==> config.mk <==
export PLATFORM = sky130hd
export DESIGN_NAME = gaussian_window_ctrl_flat
export DESIGN_NICKNAME = d
export VERILOG_FILES = /design/src/rtl/gaussian_pkg.sv /design/src/rtl/gaussian_window_ctrl_if.sv /design/src/rtl/gaussian_line_buffer.sv /design/src/rtl/gaussian_window_ctrl.sv /design/src/flat_wrapper.sv
export SDC_FILE = /design/constraint.sdc
export NUM_CORES = 2
export LEC_CHECK = 0
export ABC_AREA = 1
export CAP_MARGIN = 20
export CORE_ASPECT_RATIO = 1.25
export CORE_UTILIZATION = 56
export DETAILED_ROUTE_END_ITERATION = 16
export PLACE_DENSITY = 0.79
export SYNTH_ARGS = -nofsm -noshare
export SYNTH_HDL_FRONTEND = slang
export SYNTH_SLANG_ARGS = --single-unit
==> constraint.sdc <==
create_clock -name clk -period 14.2 [get_ports clk]
set_input_delay 2.13 -clock clk [delete_from_list [all_inputs] [get_ports clk]]
set_output_delay 2.13 -clock clk [all_outputs]
set_load 0.01 [all_outputs]
==> src/rtl/gaussian_pkg.sv <==
// Shared constants, FSM state type and window indexing helper for the
// gaussian window controller.
package gaussian_pkg;

  localparam int WIN_DIM  = 7;
  localparam int PIX_W    = 8;
  localparam int WIN_BITS = 392;

  typedef enum logic [1:0] {
    IDLE,
    RUN,
    DRAIN,
    DONE
  } state_t;

  function automatic int win_idx(input int r, input int c);
    return r * WIN_DIM + c;
  endfunction

endpackage

==> src/rtl/gaussian_window_ctrl_if.sv <==
// Pixel stream, filtered output stream, core window bus and frame control.
// slave = controller side, master = environment side.
interface gaussian_window_ctrl_if;
  import gaussian_pkg::*;

  logic                start;
  logic                s_valid;
  logic                s_ready;
  logic [PIX_W-1:0]    s_pixel;
  logic [WIN_BITS-1:0] core_pixels;
  logic [PIX_W-1:0]    core_result;
  logic                m_valid;
  logic                m_ready;
  logic [PIX_W-1:0]    m_pixel;
  logic                busy;
  logic                done;

  modport master (
    output start, s_valid, s_pixel, core_result, m_ready,
    input  s_ready, core_pixels, m_valid, m_pixel, busy, done
  );

  modport slave (
    input  start, s_valid, s_pixel, core_result, m_ready,
    output s_ready, core_pixels, m_valid, m_pixel, busy, done
  );

endinterface

==> src/rtl/gaussian_line_buffer.sv <==
// Six previous lines of pixels; one column is read and shifted up per accept.
// Row 0 holds the oldest line, row 5 the most recent complete line.
module gaussian_line_buffer
  import gaussian_pkg::*;
#(
  parameter int IMG_W = 64,
  localparam int XW = $clog2(IMG_W)
) (
  input  logic                             clk,
  input  logic                             wr_en,
  input  logic [XW-1:0]                    col,
  input  logic [PIX_W-1:0]                 pix_in,
  output logic [WIN_DIM-2:0][PIX_W-1:0]    col_data
);

  logic [PIX_W-1:0] mem [WIN_DIM-1][IMG_W];

  always_ff @(posedge clk) begin
    if (wr_en) begin
      for (int r = 0; r < WIN_DIM - 2; r++) mem[r][col] <= mem[r+1][col];
      mem[WIN_DIM-2][col] <= pix_in;
    end
  end

  for (genvar r = 0; r < WIN_DIM - 1; r++) begin : g_rd
    assign col_data[r] = mem[r][col];
  end

endmodule

==> src/rtl/gaussian_window_ctrl.sv <==
// Frame sequencer feeding 7x7 windows to gaussian_core and buffering its results.
// Optional macro STALL_CNT_EN adds the stall_cycles input-stall counter port.
//   state | meaning
//   IDLE  | waiting for start
//   RUN   | accepting frame pixels
//   DRAIN | last pixel taken, emptying core pipe and output FIFO
//   DONE  | one-cycle completion pulse
module gaussian_window_ctrl
  import gaussian_pkg::*;
#(
  parameter int IMG_W       = 64,
  parameter int IMG_H       = 64,
  parameter int CORE_LAT    = 1,
  parameter int OFIFO_DEPTH = 4
) (
  input  logic                  clk,
  input  logic                  rst,
  gaussian_window_ctrl_if.slave bus
`ifdef STALL_CNT_EN
  ,
  output logic [31:0]           stall_cycles
`endif
);

  localparam int XW = $clog2(IMG_W);
  localparam int YW = $clog2(IMG_H);
  localparam int PW = $clog2(OFIFO_DEPTH);
  localparam int CW = $clog2(OFIFO_DEPTH + 1);
  localparam int IW = $clog2(CORE_LAT + 2);

  state_t                               state;
  logic                                 busy_q, done_q;
  logic [XW-1:0]                        x_cnt;
  logic [YW-1:0]                        y_cnt;
  logic [WIN_DIM-1:0][WIN_DIM-1:0][PIX_W-1:0] win;
  logic [WIN_DIM-2:0][PIX_W-1:0]        lb_col;
  logic                                 issue_q;
  logic [CORE_LAT-1:0]                  lat_sr;
  logic [IW-1:0]                        inflight;
  logic [PIX_W-1:0]                     fifo_mem [OFIFO_DEPTH];
  logic [PW-1:0]                        wr_ptr, rd_ptr;
  logic [CW-1:0]                        fifo_cnt;
  logic                                 s_ready_i, accept, last_pix, push, pop;

  always_comb begin
    inflight = IW'(issue_q);
    for (int i = 0; i < CORE_LAT; i++) inflight = inflight + IW'(lat_sr[i]);
  end

  // Every accepted pixel may become a result, so reserve a FIFO slot for each in flight.
  assign s_ready_i = (state == RUN) &&
                     ((OFIFO_DEPTH - int'(fifo_cnt)) > int'(inflight));
  assign accept    = bus.s_valid && s_ready_i;
  assign last_pix  = accept && (x_cnt == XW'(IMG_W - 1)) && (y_cnt == YW'(IMG_H - 1));
  assign push      = lat_sr[CORE_LAT-1];
  assign pop       = (fifo_cnt != '0) && bus.m_ready;

  always_ff @(posedge clk or posedge rst) begin
    if (rst) begin
      state  <= IDLE;
      busy_q <= 1'b0;
      done_q <= 1'b0;
    end else begin
      done_q <= 1'b0;
      case (state)
        IDLE: if (bus.start) begin
          state  <= RUN;
          busy_q <= 1'b1;
        end
        RUN: if (last_pix) state <= DRAIN;
        DRAIN: if (inflight == '0 && fifo_cnt == '0) begin
          state  <= DONE;
          busy_q <= 1'b0;
          done_q <= 1'b1;
        end
        DONE: state <= IDLE;
        default: state <= IDLE;
      endcase
    end
  end

  always_ff @(posedge clk or posedge rst) begin
    if (rst) begin
      x_cnt <= '0;
      y_cnt <= '0;
    end else if (state == IDLE && bus.start) begin
      x_cnt <= '0;
      y_cnt <= '0;
    end else if (accept) begin
      if (x_cnt == XW'(IMG_W - 1)) begin
        x_cnt <= '0;
        y_cnt <= (y_cnt == YW'(IMG_H - 1)) ? '0 : y_cnt + 1'b1;
      end else begin
        x_cnt <= x_cnt + 1'b1;
      end
    end
  end

  gaussian_line_buffer #(.IMG_W(IMG_W)) u_line_buf (
    .clk      (clk),
    .wr_en    (accept),
    .col      (x_cnt),
    .pix_in   (bus.s_pixel),
    .col_data (lb_col)
  );

  // Only positions with six columns and six lines of history form a full window.
  always_ff @(posedge clk or posedge rst) begin
    if (rst) begin
      win     <= '0;
      issue_q <= 1'b0;
      lat_sr  <= '0;
    end else begin
      issue_q <= accept && (x_cnt >= XW'(WIN_DIM - 1)) && (y_cnt >= YW'(WIN_DIM - 1));
      lat_sr  <= (lat_sr << 1) | CORE_LAT'(issue_q);
      if (accept) begin
        for (int r = 0; r < WIN_DIM; r++)
          for (int c = 0; c < WIN_DIM - 1; c++) win[r][c] <= win[r][c+1];
        for (int r = 0; r < WIN_DIM - 1; r++) win[r][WIN_DIM-1] <= lb_col[r];
        win[WIN_DIM-1][WIN_DIM-1] <= bus.s_pixel;
      end
    end
  end

  for (genvar r = 0; r < WIN_DIM; r++) begin : g_win_r
    for (genvar c = 0; c < WIN_DIM; c++) begin : g_win_c
      assign bus.core_pixels[WIN_BITS - 1 - PIX_W * win_idx(r, c) -: PIX_W] = win[r][c];
    end
  end

  always_ff @(posedge clk) begin
    if (push) fifo_mem[wr_ptr] <= bus.core_result;
  end

  always_ff @(posedge clk or posedge rst) begin
    if (rst) begin
      wr_ptr   <= '0;
      rd_ptr   <= '0;
      fifo_cnt <= '0;
    end else begin
      if (push) wr_ptr <= (wr_ptr == PW'(OFIFO_DEPTH - 1)) ? '0 : wr_ptr + 1'b1;
      if (pop)  rd_ptr <= (rd_ptr == PW'(OFIFO_DEPTH - 1)) ? '0 : rd_ptr + 1'b1;
      case ({push, pop})
        2'b10:   fifo_cnt <= fifo_cnt + 1'b1;
        2'b01:   fifo_cnt <= fifo_cnt - 1'b1;
        default: fifo_cnt <= fifo_cnt;
      endcase
    end
  end

`ifdef STALL_CNT_EN
  always_ff @(posedge clk or posedge rst) begin
    if (rst) begin
      stall_cycles <= '0;
    end else if (state == IDLE && bus.start) begin
      stall_cycles <= '0;
    end else if (state == RUN && bus.s_valid && !s_ready_i && stall_cycles != '1) begin
      stall_cycles <= stall_cycles + 32'd1;
    end
  end
`endif

  assign bus.s_ready = s_ready_i;
  assign bus.m_valid = (fifo_cnt != '0);
  assign bus.m_pixel = (fifo_cnt != '0) ? fifo_mem[rd_ptr] : '0;
  assign bus.busy    = busy_q;
  assign bus.done    = done_q;

endmodule

==> src/flat_wrapper.sv <==
// flat-port wrapper written by rule: the top's interface ports become plain ports
module gaussian_window_ctrl_flat import gaussian_pkg::*;
#(
  parameter int IMG_W       = 64,
  parameter int IMG_H       = 64,
  parameter int CORE_LAT    = 1,
  parameter int OFIFO_DEPTH = 4
)
  (clk, rst, bus_start, bus_s_valid, bus_s_pixel, bus_core_result, bus_m_ready, bus_s_ready, bus_core_pixels, bus_m_valid, bus_m_pixel, bus_busy, bus_done);
  gaussian_window_ctrl_if bus_i ();
  input  logic clk;
  input  logic rst;
  input wire logic [$bits(bus_i.start)-1:0] bus_start;
  input wire logic [$bits(bus_i.s_valid)-1:0] bus_s_valid;
  input wire logic [$bits(bus_i.s_pixel)-1:0] bus_s_pixel;
  input wire logic [$bits(bus_i.core_result)-1:0] bus_core_result;
  input wire logic [$bits(bus_i.m_ready)-1:0] bus_m_ready;
  output wire logic [$bits(bus_i.s_ready)-1:0] bus_s_ready;
  output wire logic [$bits(bus_i.core_pixels)-1:0] bus_core_pixels;
  output wire logic [$bits(bus_i.m_valid)-1:0] bus_m_valid;
  output wire logic [$bits(bus_i.m_pixel)-1:0] bus_m_pixel;
  output wire logic [$bits(bus_i.busy)-1:0] bus_busy;
  output wire logic [$bits(bus_i.done)-1:0] bus_done;
  assign bus_i.start = bus_start;
  assign bus_i.s_valid = bus_s_valid;
  assign bus_i.s_pixel = bus_s_pixel;
  assign bus_i.core_result = bus_core_result;
  assign bus_i.m_ready = bus_m_ready;
  assign bus_s_ready = bus_i.s_ready;
  assign bus_core_pixels = bus_i.core_pixels;
  assign bus_m_valid = bus_i.m_valid;
  assign bus_m_pixel = bus_i.m_pixel;
  assign bus_busy = bus_i.busy;
  assign bus_done = bus_i.done;
  gaussian_window_ctrl #(.IMG_W(IMG_W), .IMG_H(IMG_H), .CORE_LAT(CORE_LAT), .OFIFO_DEPTH(OFIFO_DEPTH)) u_core (.clk(clk), .rst(rst), .bus(bus_i));
endmodule
==> reports/summary.log <==
qor: clock_network.numClockSinks 3,521
qor: yosys.yosys_most_used_dff sky130_fd_sc_hd__edfxtp_1
qor: yosys.syn-mean-instance-area 10.8 um2
qor: drt.first_pass_iters 7
qor: clock_network.cts_repair_resize_count 0
qor: drt.num_vias 98,869
qor: yosys.synth_async_sr_flop_share 11.8%
qor: yosys.syn-instance-count 13,538
qor: grt.number_of_antenna_violations_at_the_first_check_in_global_routing 11
qor: floorplan.fp.dieH 574 um
qor: drt.dr.max_layer_used met5
qor: yosys.syn-cell-area 147,000 um2
qor: setup_path.worstSetupStartpointType flop
qor: cells_and_area.n_fill_cell 18,713
qor: sta.final_hold_viol_count 0
qor: drt.routedWlPerCell 23.0 um
qor: cells_and_area.layout-area-overhead-vs-synth 12.2%
qor: clock_network.cts_hold_buf 0
qor: pwr.power_density 193 nW/um2
qor: yosys.ys_warn_count 0
qor: setup_path.worst_setup_path_end_kind flop
qor: sta.finClkSkew 0.0700 ns
qor: clock_network.worst_skew_pair_later_pin_latency 0.89 ns
qor: pwr.leakagePower 68.4 nW
qor: drt.route.detailed.drc 0
qor: clock_network.cts_max_level 5
qor: drt.met3RoutedLength 43.5 mm
qor: cells_and_area.nNetsFinal 13,876
qor: sta.final_period_minus_worst_setup_slack 6.24 ns
qor: yosys.yosys.area.top_type_share 63.6%
qor: floorplan.io_pins 425
qor: outcome.run_status finished clean
qor: yosys.sequential_to_total_area_share_from_yosys_stat 70.7%
qor: place.portBuffers 424
qor: floorplan.die_width 460 um
qor: drt.drt-vias-per-instance 5.63
qor: yosys.synth.lib_cells_used.distinct 39
qor: place.detail_placement_hpwl 230 mm
qor: place.place_congestion 0.877
qor: floorplan.design.die.area 264,000 um2
qor: drt.ant_nets 0
qor: sta.final_max_slew_viol_count 0
qor: setup_path.arrival 6.76 ns
qor: grt.via_count_of_the_first_global_routing_pass 95,451
qor: cells_and_area.utilization 63.3%
qor: sta.timing.max_slew.rel_slack 23.0%
qor: yosys.synth_edf_count 3,104
qor: sta.min_period_over_period 43.9%
qor: cells_and_area.layout.cells.most_common_list sky130_fd_sc_hd__nand2_1, sky130_fd_sc_hd__edfxtp_1, sky130_fd_sc_hd__inv_1
qor: setup_path.reg2reg_setup_slack 7.96 ns
qor: clock_network.clock_path_buffers 4
qor: cells_and_area.mostFrequentLayoutCell sky130_fd_sc_hd__nand2_1
qor: drt.detail_route.wirelength.met1 140 mm
qor: clock_network.clock-root-buffer sky130_fd_sc_hd__clkbuf_16
qor: yosys.postSynthRegisterBits 3,521
qor: clock_network.cts_setup_buffers 0
qor: cells_and_area.drive_above_1_share 8.47%
qor: floorplan.floorplan.initialDensity 56.4%
qor: drt.wl 404 mm
qor: grt.pin_count_of_the_biggest_net_entering_global_routing 223
qor: grt.gr-usage-all-layers 30.1%
qor: sta.report.final.setup_viol 0
qor: flow_run.cap_violations 0
qor: drt.routed-wl-met2 191 mm
qor: sta.grt_setup_unrepaired no
qor: setup_path.setup.worst_path.class flop to flop
qor: clock_network.cts.reportedPaths.clkPinSlew 0.06 ns
qor: setup_path.critical_path_peak_fanout 167
qor: grt.grt_first_pass_wirelength 592 mm
qor: clock_network.cts_tree yes
qor: sta.timing.fmax 0.160 GHz
qor: sta.timing.setup.tns 0 ns
qor: worst_hold_path.holdCritPathClass flop to flop
qor: cells_and_area.total_area_of_multi_input_combinational_cells 33,100 um2
qor: yosys.synthesis.nets 13,579
qor: drt.drtIter0Drc 14,229
qor: cells_and_area.register_area 104,000 um2
qor: grt.global_route_congestion_overflow_total 0
qor: pwr.ir_drop 0.000264 V
qor: floorplan.core_area 260,000 um2
qor: setup_path.cp_data_required_time 14.73 ns
qor: floorplan.std_cell_rows 209
qor: yosys.synth_top_area_cell sky130_fd_sc_hd__edfxtp_1
qor: clock_network.cts-buffers-inserted 322
qor: yosys.synth.top_cells.by_area sky130_fd_sc_hd__edfxtp_1, sky130_fd_sc_hd__nand2_1, sky130_fd_sc_hd__dfrtp_1
qor: sta.worst_slew_pin_tran 1.16 ns
## critical path, cell delays in order (launching register included)
cell and delay (ns):
sky130_fd_sc_hd__dfrtp_4 0.82, sky130_fd_sc_hd__buf_4 0.70, sky130_fd_sc_hd__buf_4 0.74, sky130_fd_sc_hd__buf_4 0.77, sky130_fd_sc_hd__buf_12 0.60, sky130_fd_sc_hd__nand2_1 0.15, sky130_fd_sc_hd__nand3_1 0.13, sky130_fd_sc_hd__nand2_1 0.07
sky130_fd_sc_hd__o21ai_1 0.29, sky130_fd_sc_hd__nand2_1 0.30, sky130_fd_sc_hd__nor2_1 0.24, sky130_fd_sc_hd__nand2_2 0.37, sky130_fd_sc_hd__buf_4 0.45
## metal layers
layer,up-vias,GRT usage (%)
li1,44346,-
met1,47115,37.5
met2,6183,49.0
met5,-,0
met4,4,19.3
met3,1221,5.15
## report_power, final
group / total (mW) / internal [mW] / switching [mW]
Sequential: 14.5 / 14.0 / 0.512
Combinational: 8.80 / 2.18 / 6.63
Clock: 8.49 / 4.73 / 3.76
## cell type report
class	count	area share, %
Antenna cell	4	0.00609
Tap cell	3481	2.65
Sequential cell	3521	63.0
Timing Repair Buffer	618	3.56
Clock buffer	403	5.22
Multi-Input combinational cell	7415	20.2
Clock inverter	171	0.912
Inverter	1957	4.48
## metrics by stage
stage / instance area (um2) / hold slack, ns / setup slack [ns] / total power [mW] / instances
6_report: 164000 / 0.397 / 7.96 / 31.8 / 17570
5_1_grt: 164000 / 0.422 / 7.72 / 32.7 / 17567
4_1_cts: 164000 / 0.400 / 8.07 / 31.6 / 17565
3_5_place_dp: 154000 / 0.391 / 7.27 / 23.3 / 16991
3_3_place_gp: 154000 / 0.389 / 7.33 / 23.0 / 16987
2_1_floorplan: 147000 / 0.378 / 0.464 / 19.1 / 13538
## state kept, by name, indices dropped and copies added, names as in the netlist, 2 cells and up
register,flops
u_core.y_cnt,6
u_core.fifo_mem,32
u_core.wr_ptr,2
u_core.x_cnt,6
u_core.state,2
u_core.u_line_buf.mem,3072
u_core.bus.core_pixels,392
u_core.rd_ptr,2
u_core.fifo_cnt,3
## logic make-up after synthesis
group / Yosys count / synth area share [%]
AND/OR/NAND/NOR: 6523 / 18.4
adder cells (fa/ha/maj): 20 / 0.176
buffers and inverters: 2602 / 7.20
flip-flops: 3521 / 70.7
XOR/XNOR: 2 / 0.0119
AO/OA/AOI/OAI: 870 / 3.47
## path summary, 6_finish.rpt
check                                 from                      endpoint  cells past startpoint
min in group asynchronous              rst   u_core.bus.core_pixels[111]                      2
setup / recovery           u_core.x_cnt[0]  u_core.u_line_buf.mem[1][21]                     12
hold / removal              u_core.issue_q                 u_core.lat_sr                      0
max in group asynchronous              rst   u_core.bus.core_pixels[106]                      4
hold reg to reg             u_core.issue_q                 u_core.lat_sr                      0
setup reg to reg           u_core.x_cnt[0]  u_core.u_line_buf.mem[1][21]                     12
## synth_stat cells (4+ instances only)
library cell	number
sky130_fd_sc_hd__edfxtp_1	3104
sky130_fd_sc_hd__nor3_1	8
sky130_fd_sc_hd__buf_1	29
sky130_fd_sc_hd__buf_6	31
sky130_fd_sc_hd__ha_1	19
sky130_fd_sc_hd__clkbuf_1	217
sky130_fd_sc_hd__o21ai_1	173
sky130_fd_sc_hd__o211ai_2	20
sky130_fd_sc_hd__inv_1	1952
sky130_fd_sc_hd__inv_2	4
sky130_fd_sc_hd__buf_2	326
sky130_fd_sc_hd__or2_1	45
sky130_fd_sc_hd__a21oi_1	19
sky130_fd_sc_hd__dfrtp_1	417
sky130_fd_sc_hd__or2_0	65
sky130_fd_sc_hd__o211ai_1	230
sky130_fd_sc_hd__nor2_1	856
sky130_fd_sc_hd__o21ai_0	423
sky130_fd_sc_hd__nand3_1	995
sky130_fd_sc_hd__or2_2	398
sky130_fd_sc_hd__nand2_1	4145
sky130_fd_sc_hd__buf_4	40
Note: power is estimated with default switching activity, not from simulation.
